File: src/rtl/irq_pkg.sv
// Shared types and constants for the interrupt controller.
//   irq_state_e : controller FSM state (IDLE / REQ / SERVICE)
//   IRQ_CNT_W   : width of the optional per-source take counters
package irq_pkg;

    typedef enum logic [1:0] {
        IDLE    = 2'd0,
        REQ     = 2'd1,
        SERVICE = 2'd2
    } irq_state_e;

    localparam int IRQ_CNT_W = 16;

endpackage

File: src/rtl/irq_sync_edge.sv
// One interrupt source's input path: SYNC_STAGES-deep flop synchroniser
// followed by a rising-edge detector (registered previous value).
// Ports:
//   clk, rst_n : clock, asynchronous active-low reset
//   i_irq      : raw asynchronous interrupt line
//   o_edge     : one-cycle pulse on a synchronised 0->1 transition
module irq_sync_edge #(
    parameter int SYNC_STAGES = 2
) (
    input  logic clk,
    input  logic rst_n,
    input  logic i_irq,
    output logic o_edge
);

    logic [SYNC_STAGES-1:0] r_sync;
    logic                   r_prev;

    always_ff @(posedge clk or negedge rst_n) begin
        if (!rst_n) begin
            r_sync <= '0;
            r_prev <= 1'b0;
        end else begin
            r_sync <= {r_sync[SYNC_STAGES-2:0], i_irq};
            r_prev <= r_sync[SYNC_STAGES-1];
        end
    end

    // Pulse is valid in the cycle the synchronised level first reads high,
    // so the owning pending bit sets on the next edge.
    assign o_edge = r_sync[SYNC_STAGES-1] & ~r_prev;

endmodule

File: src/rtl/irq_ctrl.sv
// Fixed-priority interrupt controller with per-source pending bits, a
// software-writable enable mask and a single in-service request (no nesting).
// Ports:
//   clk, rst_n          : clock, asynchronous active-low reset
//   irq_in[NUM_SRC]     : raw asynchronous interrupt lines (level-high)
//   src_data            : packed per-source data, source i at [i*DATA_W +: DATA_W]
//   mask_we, mask_wdata : mask write strobe / value (1 = enabled)
//   hold                : pipeline stall, delays the take pulse
//   rti, rsi            : service complete (with / without return) from decode
//   interrupt           : one-cycle take pulse to fetch
//   irq_id, irq_data    : source ID and data captured at take, stable through service
//   pending, mask, busy : status
//   irq_count           : take count of irq_id (only with IRQ_COUNT_EN)
// Build option: define IRQ_COUNT_EN to add saturating per-source take counters.
module irq_ctrl
    import irq_pkg::*;
#(
    parameter int NUM_SRC     = 4,
    parameter int DATA_W      = 32,
    parameter int SYNC_STAGES = 2,
    parameter int ID_W        = (NUM_SRC > 1) ? $clog2(NUM_SRC) : 1
) (
    input  logic                      clk,
    input  logic                      rst_n,
    input  logic [NUM_SRC-1:0]        irq_in,
    input  logic [NUM_SRC*DATA_W-1:0] src_data,
    input  logic                      mask_we,
    input  logic [NUM_SRC-1:0]        mask_wdata,
    input  logic                      hold,
    input  logic                      rti,
    input  logic                      rsi,
    output logic                      interrupt,
    output logic [ID_W-1:0]           irq_id,
    output logic [DATA_W-1:0]         irq_data,
    output logic [NUM_SRC-1:0]        pending,
    output logic [NUM_SRC-1:0]        mask,
    output logic                      busy
`ifdef IRQ_COUNT_EN
    ,
    output logic [IRQ_CNT_W-1:0]      irq_count
`endif
);

    irq_state_e          r_state, w_state_nxt;
    logic [NUM_SRC-1:0]  r_pending;
    logic [NUM_SRC-1:0]  r_mask;
    logic                r_interrupt;
    logic [ID_W-1:0]     r_id;
    logic [DATA_W-1:0]   r_data;

    logic [NUM_SRC-1:0]  w_edge;
    logic [NUM_SRC-1:0]  w_elig;
    logic [NUM_SRC-1:0]  w_win_oh;
    logic [ID_W-1:0]     w_win_id;
    logic [DATA_W-1:0]   w_win_data;
    logic                w_found;
    logic                w_capture;
    logic                w_take;
    logic [NUM_SRC-1:0]  w_clr;

    // ---------------- input path ----------------
    for (genvar g = 0; g < NUM_SRC; g++) begin : g_src
        irq_sync_edge #(
            .SYNC_STAGES (SYNC_STAGES)
        ) u_sync_edge (
            .clk    (clk),
            .rst_n  (rst_n),
            .i_irq  (irq_in[g]),
            .o_edge (w_edge[g])
        );
    end

    // ---------------- arbitration ----------------
    assign w_elig = r_pending & r_mask;

    // Lowest eligible index wins; winner's data slice is muxed alongside.
    always_comb begin
        w_found    = 1'b0;
        w_win_oh   = '0;
        w_win_id   = '0;
        w_win_data = '0;
        for (int i = 0; i < NUM_SRC; i++) begin
            if (w_elig[i] && !w_found) begin
                w_found     = 1'b1;
                w_win_oh[i] = 1'b1;
                w_win_id    = ID_W'(i);
                w_win_data  = src_data[i*DATA_W +: DATA_W];
            end
        end
    end

    // ---------------- FSM ----------------
    always_comb begin
        w_state_nxt = r_state;
        w_capture   = 1'b0;
        w_take      = 1'b0;
        case (r_state)
            IDLE: begin
                if (w_found) begin
                    w_capture   = 1'b1;
                    w_state_nxt = REQ;
                end
            end
            REQ: begin
                if (!hold) begin
                    w_take      = 1'b1;
                    w_state_nxt = SERVICE;
                end
            end
            SERVICE: begin
                // Anything eligible now is picked up by the next IDLE cycle.
                if (rti || rsi) w_state_nxt = IDLE;
            end
            default: w_state_nxt = IDLE;
        endcase
    end

    assign w_clr = w_capture ? w_win_oh : '0;

    always_ff @(posedge clk or negedge rst_n) begin
        if (!rst_n) begin
            r_state     <= IDLE;
            r_pending   <= '0;
            r_mask      <= '1;
            r_interrupt <= 1'b0;
            r_id        <= '0;
            r_data      <= '0;
        end else begin
            r_state     <= w_state_nxt;
            // New edge beats a same-cycle take clear.
            r_pending   <= (r_pending & ~w_clr) | w_edge;
            r_interrupt <= w_take;
            if (mask_we) r_mask <= mask_wdata;
            if (w_capture) begin
                r_id   <= w_win_id;
                r_data <= w_win_data;
            end
        end
    end

`ifdef IRQ_COUNT_EN
    logic [NUM_SRC-1:0][IRQ_CNT_W-1:0] r_cnt;

    always_ff @(posedge clk or negedge rst_n) begin
        if (!rst_n) begin
            r_cnt <= '0;
        end else begin
            for (int i = 0; i < NUM_SRC; i++) begin
                if (w_take && (r_id == ID_W'(i)) && (r_cnt[i] != '1))
                    r_cnt[i] <= r_cnt[i] + 1'b1;
            end
        end
    end

    assign irq_count = r_cnt[r_id];
`endif

    assign interrupt = r_interrupt;
    assign irq_id    = r_id;
    assign irq_data  = r_data;
    assign pending   = r_pending;
    assign mask      = r_mask;
    assign busy      = (r_state != IDLE);

endmodule

File: config.mk
export PLATFORM = sky130hd
export DESIGN_NAME = irq_ctrl
export DESIGN_NICKNAME = d
export VERILOG_FILES = /design/src/rtl/irq_pkg.sv /design/src/rtl/irq_sync_edge.sv /design/src/rtl/irq_ctrl.sv
export SDC_FILE = /design/constraint.sdc
export NUM_CORES = 1
export LEC_CHECK = 0
export ABC_AREA = 1
export CORE_UTILIZATION = 41
export DETAILED_ROUTE_END_ITERATION = 7
export HOLD_SLACK_MARGIN = 0.08
export PLACE_DENSITY = 0.86
export SYNTH_ARGS = -nofsm -noshare
export SYNTH_HDL_FRONTEND = slang
export SYNTH_HIERARCHICAL = 1
export SYNTH_SLANG_ARGS = --single-unit
export TNS_END_PERCENT = 50
File: constraint.sdc
create_clock -name clk -period 3.2 [get_ports clk]
set_input_delay 0.32 -clock clk [delete_from_list [all_inputs] [get_ports clk]]
set_output_delay 0.32 -clock clk [all_outputs]
set_load 0.05 [all_outputs]
==> results of run 1 <==
## metal layers
metal | up-vias | share of wire | track usage
li1 | 1741 | - | -
met5 | - | 0 | 0
met2 | 209 | 0.51 | 0.500
met3 | 19 | 0.093 | 0.0804
met4 | 0 | 0.016 | 0.101
met1 | 1754 | 0.38 | 0.319
## cell families (layout without fill, tap and decap cells)
logic type / count (synthesis) / after routing / share of synthesized area
simple gates: 290 / 290 / 0.441
mux: 3 / 3 / 0.0107
buf+inv: 51 / 231 / 0.0751
compound gates: 7 / 7 / 0.0183
flops: 57 / 57 / 0.455
## power groups by stage
| stage | combinational [mW] | clock [mW] | sequential (mW) |
|---|---|---|---|
| after detailed placement | 2.77 | 0 | 1.15 |
| after global routing | 2.97 | 0.817 | 1.17 |
| after global placement | 2.70 | 0 | 1.15 |
| after CTS | 2.78 | 0.784 | 1.14 |
| after floorplan | 1.09 | 0 | 1.90 |
| final | 2.77 | 0.774 | 1.15 |
## stage by stage
stage	total power [mW]	hold WS, ps	setup slack, ps	cell area (sq um)
CTS	4.71	190	821	5250
detailed placement	3.92	339	972	5030
finish	4.70	166	831	5250
floorplan	2.99	24.4	1600	3150
global route	4.95	226	764	5250
global placement	3.85	333	1100	5030
## cell type report
class | count | area [sq um] | area share
clock buffer | 9 | 124 | 0.0236
clock inverter | 7 | 103 | 0.0195
multi-input combinational | 300 | 1480 | 0.282
inverter | 22 | 82.6 | 0.0157
sequential | 57 | 1430 | 0.273
timing repair buffer | 193 | 1910 | 0.363
tap | 99 | 124 | 0.0236
## final timing paths
| path | start | endpoint | cells after the start |
|---|---|---|---|
| setup / recovery | r_state[1] | busy | 4 |
| hold / removal | rst_n | g_src[1].u_sync_edge/r_sync[1] | 1 |
| setup reg to reg | pending[1] | irq_data[19] | 8 |
| hold reg to reg | g_src[1].u_sync_edge/r_sync[0] | g_src[1].u_sync_edge/r_sync[1] | 0 |
| max in group asynchronous | rst_n | irq_data[23] | 2 |
| min in group clk | g_src[1].u_sync_edge/r_sync[0] | g_src[1].u_sync_edge/r_sync[1] | 0 |
## cells in the mapped netlist
master	count	area (sq um)
nor3_1	2	10.0
mux2_2	3	33.8
clkbuf_1	12	45.0
nand4_1	57	357
o21ai_0	2	10.0
buf_4	3	22.5
inv_1	19	71.3
nor2_2	4	25.0
nor2_4	2	22.5
inv_2	3	11.3
dfrtp_1	53	1330
nor2_1	1	3.75
nand2_1	144	541
o31ai_1	1	7.51
nand2_4	2	22.5
nand2_2	3	18.8
buf_2	9	45.0
buf_1	2	7.51
nand3_1	74	370
buf_6	3	33.8
nor2_8	1	20.0
a21o_1	2	15.0
a21oi_4	1	16.3
a31o_2	1	8.76
dfstp_2	4	105
## worst reg2reg max path, delay by kind of cell, from the launching register on
family	cells	cell delay, ps
AND/OR/NAND/NOR	5	800
buffers and inverters	2	680
flip-flops	1	410
AO/OA/AOI/OAI	1	270
## registers in the layout, summed over array words and instances (netlist names)
signal                    count
irq_data                     32
g_src.u_sync_edge/r_prev      4
interrupt                     1
mask                          4
pending                       4
g_src.u_sync_edge/r_sync      8
r_state                       2
irq_id                        2
==> metrics.csv, run 1 <==
metric;value;unit
CTS tree;yes;
relative slew slack;0.301;
fill cell count;556;
placed insts;671;
Distinct cells, synth;25;
RSZ-0062 raised after global routing;no;
worst path required time;2880;ps
Worst-path clk slew;80;ps
most common cell after layout, fill and taps aside;clkdlybuf4s50_1;
DRC violations left;0;
post-CTS sizing;0;
final hold vios;0;
most frequent cells in the layout;clkdlybuf4s50_1 (184), nand2_1 (144), nand3_1 (74), nand4_1 (57), dfrtp_1 (53);
area grow syn2layout;66.8;%
nets;725;
Syn Area/Cell;7.72;sq um
largest stage delay on the critical path;720;ps
GPL Wtd Cong;0.921;
Worst Path Buf+Inv;3;
Int Power;2.32;mW
Vias per Instance;5.42;
Worst Skew;13.5;ps
Crit path arrival time;2050;ps
Root Buffer Master;clkbuf_8;
I/O pin count;186;
die area;8040;sq um
max-cap viol count;0;
final setup fails;0;
Slew @ Worst Pin;1050;ps
Power Density;894;nW/um^2
Yosys reg bits;57;
Post-Syn Nets;550;
TritonCTS Buffers;9;
grt total ovfl;0;
NetSw;2.37;mW
vias post-DR;3723;
critical path class;reg -> out;
chip width;89.6;um
initial antenna violation count;0;
fmax;422;MHz
DPL Wire Length;7910;um
clock share of power;0.165;
switch share;0.506;
worst skew pair latency;340;ps
status;complete, no violations;
vias in the first global route;3567;
initial drt markers;158;
# rows;31;
post-synthesis sequential area ratio;0.455;
Mapped Area;3150;sq um
yosys warns;6;
clk buf depth;2;
initial core utilization;0.430;
input/output buffers;185;
cells after synthesis;408;
Critical Path End Type;primary output;
clock sinks;57;
fin cells;687;
core footprint;7330;sq um
total wire length;11300;um
combinational group share of total power;0.591;
DRT Pass-1 Iters;5;
Reg power frac;0.245;
worst path cell trace;nor2_4 -> buf_4 -> inv_2 -> clkdlybuf4s50_1;
hold_buf cts;0;
gr usage total;0.280;
critical path fanouts, max;28;
setup TNS;0;ps
antenna viol nets, final;0;
CP top delay family;buffers and inverters;
leakage;2.32;nW
ANT cells;0;
share of layout cells above drive strength 1;0.0833;
first-pass GRT wire length;16700;um
# Post-CTS Setup Buffers;0;
Avg WL per Cell;16.5;um
Slowest-stage cell, CP;clkdlybuf4s50_1;
max-slew violations;0;
Worst setup SP type;register;
peak supply drop;0.703;mV
R2R Setup Slk;930;ps
post-layout util;0.717;
worst hold path type;in -> async;
Tmin final;2370;ps
Final period util;0.740;
Die H;89.6;um
# H-tree levels;3;
pin count of the biggest net entering global routing;48;
Note: power is estimated with default switching activity, not from simulation.
==> inputs of run 2 (changes only) <==
Settings changed: CORE_UTILIZATION 41 to 38, PLACE_DENSITY 0.86 to 0.81.
Clock period 3.2 ns to 2.5 ns, I/O delays scaled along.
==> run 2 against run 1 <==
Against the previous run:
- core utilization shrank 5.0 points
- sequential power grew 28%
- via count shrank 0.86%
- sequential share of layout area is essentially flat
- first-iteration DRC count grew 20%
- clock-buffer cell count grew 1
- worst hold slack gained 180 ps
- largest cell class unchanged
==> metrics.csv, run 2 (synthesis gave the netlist of run 1 again) <==
metric;value;unit
placed cell area;5040;sq um
Multi-input gate area;1480;sq um
DRC violations left;0;
peak supply drop;0.513;mV
RSZ-0062 raised after global routing;no;
Hold Path Sink;g_src[3].u_sync_edge/r_sync[1];
share of layout cells above drive strength 1;0.0863;
fill cell count;686;
antenna viol nets, final;0;
hold path startpoint;g_src[3].u_sync_edge/r_sync[0];
nets;728;
most common cell after layout, fill and taps aside;clkdlybuf4s50_1;
pin count of the biggest net entering global routing;41;
die area;8660;sq um
status;complete, no violations;
DRT Pass-1 Iters;5;
max-slew violations;0;
ANT cells;0;
final total power;5.89;mW
# H-tree levels;3;
Die H;93.0;um
input/output buffers;185;
worst path required time;2760;ps
chip width;93.0;um
Slew @ Worst Pin;882;ps
Critical Path End Type;register;
critical path fanouts, max;40;
Vias per Instance;5.33;
worst reg2reg path depth;8;
clock sinks;57;
post-layout util;0.667;
critical path class;reg -> reg;
pre-CTS setup slack;403;ps
worst skew pair latency;330;ps
Worst-path clk slew;70;ps
Storage cell area;1430;sq um
relative slew slack;0.412;
initial antenna violation count;0;
initial core utilization;0.399;
fin cells;693;
Crit path arrival time;2390;ps
area grow syn2layout;67.0;%
PnR worst setup slack;374;ps
final setup fails;0;
first-pass GRT wire length;17600;um
placed insts;676;
DPL Wire Length;8290;um
max-cap viol count;0;
worst setup path startpoint;pending[0];
CTS tree;yes;
I/O pin count;186;
vias in the first global route;3585;
r2r endpoint;irq_data[29];
Final Cell Area;5260;sq um
post-CTS sizing;0;
Final period util;0.850;
Root Buffer Master;clkbuf_8;
most frequent cells in the layout;clkdlybuf4s50_1 (184), nand2_1 (144), nand3_1 (74), nand4_1 (57), dfrtp_1 (53);
TritonCTS Buffers;9;
# rows;32;
Power Density;1120;nW/um^2
Hold WS;347;ps
max reg flops;32;
worst hold path type;reg -> reg;
clk buf depth;2;
R2R Setup Slk;370;ps
leakage;2.32;nW
RR Startpoint;pending[0];
initial drt markers;189;
Worst Skew;8.50;ps
GPL Wtd Cong;0.815;
setup TNS;0;ps
Avg WL per Cell;16.1;um
grt total ovfl;0;
vias post-DR;3691;
hold path depth;0;
total wire length;11100;um
core footprint;7890;sq um
final hold vios;0;
gr usage total;0.264;
fmax;470;MHz
Tmin final;2130;ps
Worst setup SP type;register;
## run 2: layout make-up
type                    instances  share of cell area
repair buffers                196               0.367
clock inverters                 6              0.0128
inverters                      22              0.0157
well taps                     102              0.0243
flip-flops and latches         57               0.272
multi-input cells             300               0.282
clock buffers                  10              0.0262
## run 2: worst max-delay path, cell delays in order, from the launching register on
cell and delay, ps:
dfrtp_1 400, nand2_2 110, buf_4 390, inv_2 200
nor2_4 520, nand2_1 100, nand3_1 170, nand2_1 90
nand3_1 70
## run 2: repair_timing
item,4_1_cts,5_1_grt
hold endpoints to repair,34,0
buffers inserted,0,0
hold buffers,1,0
## run 2: power by group
group | switching [mW] | internal (mW)
clock network | 0.392 | 0.489
logic | 2.37 | 1.17
registers | 0.223 | 1.25
## run 2: worst max path at each step
stage,end,slack [ps],cells after the start
finish,irq_data[29],370,8
floorplan,irq_id[0],900,8
CTS,irq_data[29],380,8
global placement,irq_data[29],480,8
global route,irq_data[29],210,8
detailed placement,irq_data[29],400,8
## run 2: routing by layer
layer  part of all wire  GRT usage
met4              0.031      0.126
met3              0.081     0.0553
met1               0.39      0.317
met5                  0          0
met2               0.49      0.449
==> inputs of run 3 (changes only) <==
Settings changed: RECOVER_POWER set to 25, SLEW_MARGIN set to 20.
==> run 3 against run 2 <==
Against the previous run:
- design area is the same
- sequential share of layout area is the same
- global-route usage is the same
- die area is the same
- combinational power is essentially flat
- via count grew 0.35%
- core utilization is the same
- final cell count is the same
- clock power is essentially flat
- non-clock buffer count is the same
- clock skew is essentially flat
- routed wire length is essentially flat
==> metrics.csv, run 3 (synthesis gave the netlist of run 1 again) <==
metric;value;unit
status;complete, no violations;
# rows;32;
Power Density;1120;nW/um^2
max-slew violations;0;
most common cell after layout, fill and taps aside;clkdlybuf4s50_1;
GPL Wtd Cong;0.815;
Crit path arrival time;2390;ps
top sig layer;met4;
input/output buffers;185;
Tmin final;2120;ps
PnR worst setup slack;375;ps
# H-tree levels;3;
Root Buffer Master;clkbuf_8;
fmax;471;MHz
met3 WL;914;um
Hold WS;347;ps
largest stage delay on the critical path;520;ps
gr usage total;0.264;
ANT cells;0;
final setup fails;0;
hold_buf cts;1;
core footprint;7890;sq um
DPL Wire Length;8290;um
vias post-DR;3704;
final total power;5.89;mW
most frequent cells in the layout;clkdlybuf4s50_1 (179), nand2_1 (144), nand3_1 (74), nand4_1 (57), dfrtp_1 (53);
initial antenna violation count;0;
critical path fanouts, max;40;
Critical Path End Type;register;
relative slew slack;0.346;
post-CTS sizing;0;
peak supply drop;0.512;mV
DRT Pass-1 Iters;5;
I/O pin count;186;
worst path required time;2760;ps
max-cap viol count;0;
initial core utilization;0.399;
# Post-CTS Setup Buffers;0;
antenna viol nets, final;0;
worst skew pair latency;330;ps
clock sinks;57;
clk buf depth;2;
Worst Skew;8.29;ps
Slowest-stage cell, CP;nor2_4;
first-pass GRT wire length;17600;um
total wire length;11100;um
Worst setup SP type;register;
post-layout util;0.667;
Die H;93.0;um
critical path class;reg -> reg;
area grow syn2layout;67.0;%
worst path cell trace;nand2_2 -> buf_4 -> inv_2 -> nor2_4 -> nand2_1 -> nand3_1 -> nand2_1 -> nand3_1;
vias in the first global route;3585;
initial drt markers;188;
die area;8660;sq um
Avg WL per Cell;16.1;um
DR WL met2;5510;um
final hold vios;0;
M1 WL;4350;um
Worst-path clk slew;70;ps
Slew @ Worst Pin;981;ps
setup TNS;0;ps
leakage;2.33;nW
nets;728;
share of layout cells above drive strength 1;0.0846;
pin count of the biggest net entering global routing;41;
Final period util;0.850;
CTS tree;yes;
Vias per Instance;5.34;
RSZ-0062 raised after global routing;no;
chip width;93.0;um
worst hold path type;reg -> reg;
TritonCTS Buffers;9;
DRC violations left;0;
pre-CTS setup slack;403;ps
grt total ovfl;0;
max reg flops;32;
## run 3: where the power goes
part | leakage, nW | switching (mW) | internal (mW)
Clock | 0.0985 | 0.393 | 0.489
Combinational | 1.54 | 2.37 | 1.16
Sequential | 0.688 | 0.222 | 1.25
## run 3: stage by stage
stage | cells | area, sq um
global placement | 676 | 5040
CTS | 693 | 5260
finish | 693 | 5260
global route | 693 | 5260
floorplan | 408 | 3150
detailed placement | 676 | 5040
## run 3: layout make-up
class                   count  area, sq um
inverters                  22         82.6
fillers                   686         2630
clock buffers              10          138
well taps                 102          128
flip-flops and latches     57         1430
repair buffers            196         1930
clock inverters             6         67.6
multi-input cells         300         1480
## run 3: worst max-delay path: cells and delay by family (launching register included)
| family | cells | cell delay (ps) |
|---|---|---|
| buf+inv | 2 | 590 |
| simple gates | 6 | 1060 |
| flops | 1 | 400 |
## run 3: path summary, 6_finish.rpt
check | slack (ps) | start | cells after the start | end
setup / recovery | 380 | pending[0] | 8 | irq_data[29]
hold / removal | 350 | g_src[3].u_sync_edge/r_sync[0] | 0 | g_src[3].u_sync_edge/r_sync[1]
setup reg to reg | 380 | pending[0] | 8 | irq_data[29]
hold reg to reg | 350 | g_src[3].u_sync_edge/r_sync[0] | 0 | g_src[3].u_sync_edge/r_sync[1]
max in group asynchronous | 1140 | rst_n | 3 | irq_data[4]
min in group asynchronous | 620 | rst_n | 2 | g_src[2].u_sync_edge/r_prev
## run 3: per-layer routing
layer / vias up / global-route usage
met1: 1713 / 0.317
met4: 0 / 0.126
met2: 223 / 0.449
li1: 1744 / -
met3: 24 / 0.0553
met5: - / 0
